$ cat src/rtl/dffre_pipe_pkg.sv
// Shared helpers for the dffre_pipe_vr elastic register pipeline:
// counter sizing, the default reset pattern and the occupancy-update encoding.
package dffre_pipe_pkg;

    localparam int MAX_WIDTH = 1024;

    typedef enum logic [1:0] {
        CNT_HOLD = 2'd0,
        CNT_INC  = 2'd1,
        CNT_DEC  = 2'd2
    } cnt_op_e;

    // Occupancy ranges over 0..depth inclusive, hence depth+1 codes.
    function automatic int count_width(input int depth);
        return $clog2(depth + 1);
    endfunction

    function automatic logic [MAX_WIDTH-1:0] all_ones(input int width);
        return {MAX_WIDTH{1'b1}} >> (MAX_WIDTH - width);
    endfunction

endpackage

$ cat src/rtl/dffre_pipe_stage.sv
// One pipeline stage: a valid flop plus a WIDTH-bit data flop with
// async reset, sync clear, load and drain controls.
module dffre_pipe_stage
    import dffre_pipe_pkg::*;
#(
    parameter int               WIDTH     = 8,
    parameter logic [WIDTH-1:0] RESET_VAL = WIDTH'(all_ones(WIDTH))
) (
    input  logic             clk,
    input  logic             reset,
    input  logic             clear_i,
    input  logic             load_i,
    input  logic             drain_i,
    input  logic [WIDTH-1:0] data_i,
    output logic             valid_o,
    output logic [WIDTH-1:0] data_o
);

    logic             valid_q, valid_d;
    logic [WIDTH-1:0] data_q, data_d;

    always_comb begin
        // NOTE: every always_comb output gets a default first, so no path leaves it unassigned and no latch is inferred.
        valid_d = valid_q;
        data_d  = data_q;
        if (clear_i) begin
            valid_d = 1'b0;
            data_d  = RESET_VAL;
        end else if (load_i) begin
            valid_d = 1'b1;
            data_d  = data_i;
        end else if (drain_i) begin
            valid_d = 1'b0;
        end
    end

    // NOTE: the data register is reset too, not just valid: RESET_VAL is observable on out_data while the stage is empty.
    always_ff @(posedge clk or posedge reset) begin
        if (reset) begin
            valid_q <= 1'b0;
            data_q  <= RESET_VAL;
        end else begin
            // NOTE: sequential state uses non-blocking assignment so every flop samples pre-edge values.
            valid_q <= valid_d;
            data_q  <= data_d;
        end
    end

    assign valid_o = valid_q;
    assign data_o  = data_q;

endmodule

$ cat src/rtl/dffre_pipe_vr.sv
// DEPTH-stage elastic register pipeline with val/rdy on both sides, bubble collapsing,
// stall and flush. Define DFFRE_PIPE_VR_BYPASS_EN for a same-cycle in-to-out path when empty.
module dffre_pipe_vr
    import dffre_pipe_pkg::*;
#(
    parameter int               WIDTH     = 8,
    parameter int               DEPTH     = 2,
    parameter logic [WIDTH-1:0] RESET_VAL = WIDTH'(all_ones(WIDTH))
) (
    input  logic                          clk,
    input  logic                          reset,
    input  logic                          en,
    input  logic                          clear,
    input  logic                          in_val,
    output logic                          in_rdy,
    input  logic [WIDTH-1:0]              in_data,
    output logic                          out_val,
    input  logic                          out_rdy,
    output logic [WIDTH-1:0]              out_data,
    output logic [count_width(DEPTH)-1:0] count
);

    localparam int CW = count_width(DEPTH);

    logic [DEPTH-1:0]            stage_valid;
    logic [DEPTH-1:0][WIDTH-1:0] stage_data;
    logic [DEPTH-1:0]            stage_load;
    logic [DEPTH-1:0]            stage_drain;
    logic [DEPTH:0]              adv;
    logic                        in_fire;
    logic                        out_fire;
    logic                        bypass_act;
    logic                        bypass_take;
    logic [CW-1:0]               count_q, count_d;
    cnt_op_e                     cnt_op;

    // A stage can accept when it is empty or its occupant moves on this cycle.
    always_comb begin
        adv        = '0;
        adv[DEPTH] = out_rdy;
        for (int i = DEPTH - 1; i >= 0; i--) begin
            adv[i] = !stage_valid[i] | adv[i+1];
        end
    end

    assign in_rdy  = !reset & en & !clear & adv[0];
    assign in_fire = in_val & in_rdy;

`ifdef DFFRE_PIPE_VR_BYPASS_EN
    assign bypass_act  = !reset & en & !clear & in_val & (count_q == '0);
    assign bypass_take = bypass_act & out_rdy;
`else
    assign bypass_act  = 1'b0;
    assign bypass_take = 1'b0;
`endif

    assign out_val  = (en & stage_valid[DEPTH-1]) | bypass_act;
    assign out_data = bypass_act ? in_data : stage_data[DEPTH-1];
    assign out_fire = out_val & out_rdy & !clear;

    for (genvar g = 0; g < DEPTH; g++) begin : g_stage
        logic [WIDTH-1:0] src_data;
        logic             src_val;

        if (g == 0) begin : g_head
            // A bypassed item is consumed at the output and never enters stage 0.
            assign src_data = in_data;
            assign src_val  = in_fire & !bypass_take;
        end else begin : g_body
            assign src_data = stage_data[g-1];
            assign src_val  = stage_valid[g-1];
        end

        assign stage_load[g]  = en & !clear & adv[g] & src_val;
        assign stage_drain[g] = en & !clear & stage_valid[g] & adv[g+1];

        dffre_pipe_stage #(
            .WIDTH     (WIDTH),
            .RESET_VAL (RESET_VAL)
        ) u_stage (
            .clk     (clk),
            .reset   (reset),
            .clear_i (clear),
            .load_i  (stage_load[g]),
            .drain_i (stage_drain[g]),
            .data_i  (src_data),
            .valid_o (stage_valid[g]),
            .data_o  (stage_data[g])
        );
    end

    always_comb begin
        case ({in_fire, out_fire})
            2'b10:   cnt_op = CNT_INC;
            2'b01:   cnt_op = CNT_DEC;
            default: cnt_op = CNT_HOLD;
        endcase

        count_d = count_q;
        if (clear) begin
            count_d = '0;
        end else begin
            case (cnt_op)
                CNT_INC: count_d = count_q + CW'(1);
                CNT_DEC: count_d = count_q - CW'(1);
                default: count_d = count_q;
            endcase
        end
    end

    always_ff @(posedge clk or posedge reset) begin
        if (reset) begin
            count_q <= '0;
        end else begin
            count_q <= count_d;
        end
    end

    assign count = count_q;

endmodule
$ cat config.mk
export PLATFORM = sky130hd
export DESIGN_NAME = dffre_pipe_vr
export DESIGN_NICKNAME = d
export VERILOG_FILES = /design/src/rtl/dffre_pipe_pkg.sv /design/src/rtl/dffre_pipe_stage.sv /design/src/rtl/dffre_pipe_vr.sv
export SDC_FILE = /design/constraint.sdc
export NUM_CORES = 1
export LEC_CHECK = 0
export ABC_AREA = 1
export CORE_UTILIZATION = 40
export DETAILED_ROUTE_END_ITERATION = 12
export PLACE_DENSITY = 0.68
export SLEW_MARGIN = 20
export SYNTH_ARGS = -nofsm -noshare
export SYNTH_HDL_FRONTEND = slang
export SYNTH_SLANG_ARGS = --single-unit
$ cat constraint.sdc
create_clock -name clk -period 1.8 [get_ports clk]
set_clock_uncertainty 0.15 [all_clocks]
set_input_delay 0.36 -clock clk [delete_from_list [all_inputs] [get_ports clk]]
set_output_delay 0.36 -clock clk [all_outputs]
set_load 0.1 [all_outputs]
==> summary.md <==
| Metric | Value |
|---|---|
| Ys Warns | `0` |
| Top cells by count, synth | `dfstp_2, nand2_1, inv_1` |
| Vias in the first global route | `862` |
| Area contributors post-synth | `dfstp_2, dfrtp_1, nand2_1` |
| DRC errors left | `0` |
| Worst EP arrival | `1.23 ns` |
| Vias | `830` |
| Worst slew pin tran | `0.247 ns` |
| CTS Buffer Depth | `2` |
| EDFF count, synth | `0` |
| GRT Overall Usage | `0.197` |
| Die width | `51.1 um` |
| WP data required | `1.29 ns` |
| Post-layout utilization of the core | `0.659` |
| Area delta synth->final | `52.9%` |
| CP Cell Sequence | `dlygate4sd2_1 > inv_8 > nand2_4 > nor2_4 > and2_4 > buf_12` |
| Slew Viols, Final | `0` |
| Sequential share of power | `0.526` |
| CP peak stage delay | `0.31 ns` |
| Inserted Clock Buffers | `3` |
| Slowest-stage cell, CP | `dlygate4sd2_1` |
| R2r setup slk | `0.43 ns` |
| Startpoint type of the worst setup path | `input pin` |
| Most common flop cell mapped by yosys | `dfstp_2` |
| Switching pwr | `0.301 mW` |
| Comb power frac | `0.261` |
| Flip-flop and latch area | `520 um2` |
| Via density | `4.85` |
| Post-synth net total | `117` |
| Area share of the largest cell type after synthesis | `0.436` |
| Cell taking the most area after synthesis | `dfstp_2` |
| Die Ht | `51.1 um` |
| Most frequent cell after synthesis | `dfstp_2` |
| CP endpoint kind | `output port` |
| Maxcap violations | `0` |
| Crit Path Category | `input pin to output port` |
| Worst skew pair latency | `0.29 ns` |
| Syn Inst Count | `103` |
| DR pass1 iterations | `4` |
| Routed WL | `2.14 mm` |
| Syn Area/Cell | `9.35 um2` |
| Antenna cells | `0` |
| Buffers on Ports | `25` |
| Num rows | `17` |
| Post-CTS setup buffer count | `0` |
| Starting Density | `0.431` |
| Layout cells sized above 1 | `0.406` |
| Htree depth | `1` |
| RSZ-0062 raised after global routing | `false` |
| Root buf cell | `clkbuf_4` |
| Asr flop ratio synth | `1.00` |
| Die ar. | `2610 um2` |
| I/O Pins | `26` |
| Multi-input gate area | `357 um2` |
| Largest net degree at the start of global routing | `21` |
| Hpwl dp | `1.64 mm` |
| Final RePlAce weighted congestion | `0.754` |
| Clk slew on worst S/H paths | `0.11 ns` |
| Final setup viols | `0` |
| Final cycle utilization of the critical path | `0.966` |
| Pwr Density | `662 nW/um2` |
| Starting DRT DRC Count | `9` |
| Synth Register Bits | `20` |
| Number of fill cells | `183` |
| Minimum clock period | `1.74 ns` |
| Hold Vio Cnt, Final | `0` |
| Leakage | `0.704 nW` |
| Mapped Area | `963 um2` |
| Status | `completed` |
| Congestion Overflow GR | `0` |
| Post-DRT Antenna Nets | `0` |
| Layout Nets | `159` |
| Switching share of power | `0.309` |
| Fmax | `575 MHz` |
| DR WL/cell | `12.5 um` |
| Clock network power share | `0.213` |
| Cell variety after synth | `21` |
| Antenna violations before repair | `0` |
| Register area share after synthesis | `0.540` |
| Clk sinks | `20` |
| CTS Hold Bufs | `0` |
| Global-route wire length before repair | `3.72 mm` |
| CP max FO | `3` |
| Min Hold Slack | `0.110 ns` |
| Max_slew headroom | `0.836` |
| Core Region | `2230 um2` |
| Worst-case vdd ir drop | `0.000435 V` |
| Internal power | `0.674 mW` |
| Worst min-delay path class | `input pin to async pin` |
| CTS tree | `done` |
-- cells by family (layout without fill, tap and decap cells) --
group / count (synthesis) / in the layout / synth area share
xor+xnor: 1 / 1 / 0.00909
compound gates: 22 / 22 / 0.134
flops: 20 / 20 / 0.540
simple gates: 42 / 42 / 0.219
buf+inv: 18 / 58 / 0.0974
-- power by group through the flow --
stage               sequential, mW  clock (mW)  combinational (mW)
floorplan                    0.575           0              0.0907
global placement             0.517           0               0.253
detailed placement           0.519           0               0.258
CTS                          0.513       0.210               0.256
global route                 0.516       0.231               0.273
finish                       0.513       0.208               0.254
-- registers in the layout (all words and copies together) (netlist names) --
signal	count
g_stage.u_stage.valid_o	2
count	2
g_stage.u_stage.data_o	16
-- worst max-delay path, delay by kind of cell --
family                 cells  cell delay, ns
buffers and inverters      3            0.56
AND/OR/NAND/NOR            3            0.32
-- final timing paths --
kind | start | endpoint | cells past startpoint
setup / recovery | clear | in_rdy | 6
hold / removal | reset | g_stage[1].u_stage.valid_o | 3
setup reg to reg | g_stage[0].u_stage.valid_o | count[0] | 7
hold reg to reg | g_stage[0].u_stage.data_o[1] | g_stage[1].u_stage.data_o[1] | 2
max in group asynchronous | reset | g_stage[1].u_stage.data_o[4] | 3
min in group clk | g_stage[0].u_stage.data_o[1] | g_stage[1].u_stage.data_o[1] | 2
-- cell usage in the layout (no fill, tap or decap), drive strengths merged, types with 4 or more instances in the layout --
master	count
dfrtp	4
clkdlybuf4s50	9
nand3	9
dfstp	16
o21ai	14
nand2	18
inv	16
dlygate4sd2	4
buf	26
nor2	13
a21oi	7
-- final cells by class --
type | count | share of cell area
flip-flops and latches | 20 | 0.353
clock buffers | 3 | 0.0153
well taps | 28 | 0.0238
inverters | 16 | 0.0459
repair buffers | 39 | 0.319
multi-input cells | 65 | 0.242
-- per-layer routing --
metal,vias up,GRT usage,part of all wire
met5,-,0,0
met4,0,0.0833,0.017
met1,389,0.223,0.39
li1,414,-,-
met2,23,0.357,0.55
met3,4,0.0357,0.046
-- through the flow --
step | std cells | setup WS (ns) | total power [mW] | instance area (um2) | TNS [ns]
after global placement | 168 | -0.159 | 0.771 | 1450 | -1.08
after floorplan | 103 | 0.0914 | 0.666 | 965 | 0
after CTS | 171 | 0.0558 | 0.979 | 1470 | 0
after global routing | 171 | 0.0150 | 1.02 | 1470 | 0
after detailed placement | 168 | -0.204 | 0.777 | 1450 | -1.96
final | 171 | 0.0605 | 0.974 | 1470 | 0
-- what timing repair did --
item                       in CTS  in global routing
hold endpoints to repair        0                  0
gates resized for setup         6                  0
setup endpoints to repair       2                  0
No activity file was read; power rests on OpenSTA's default activity.
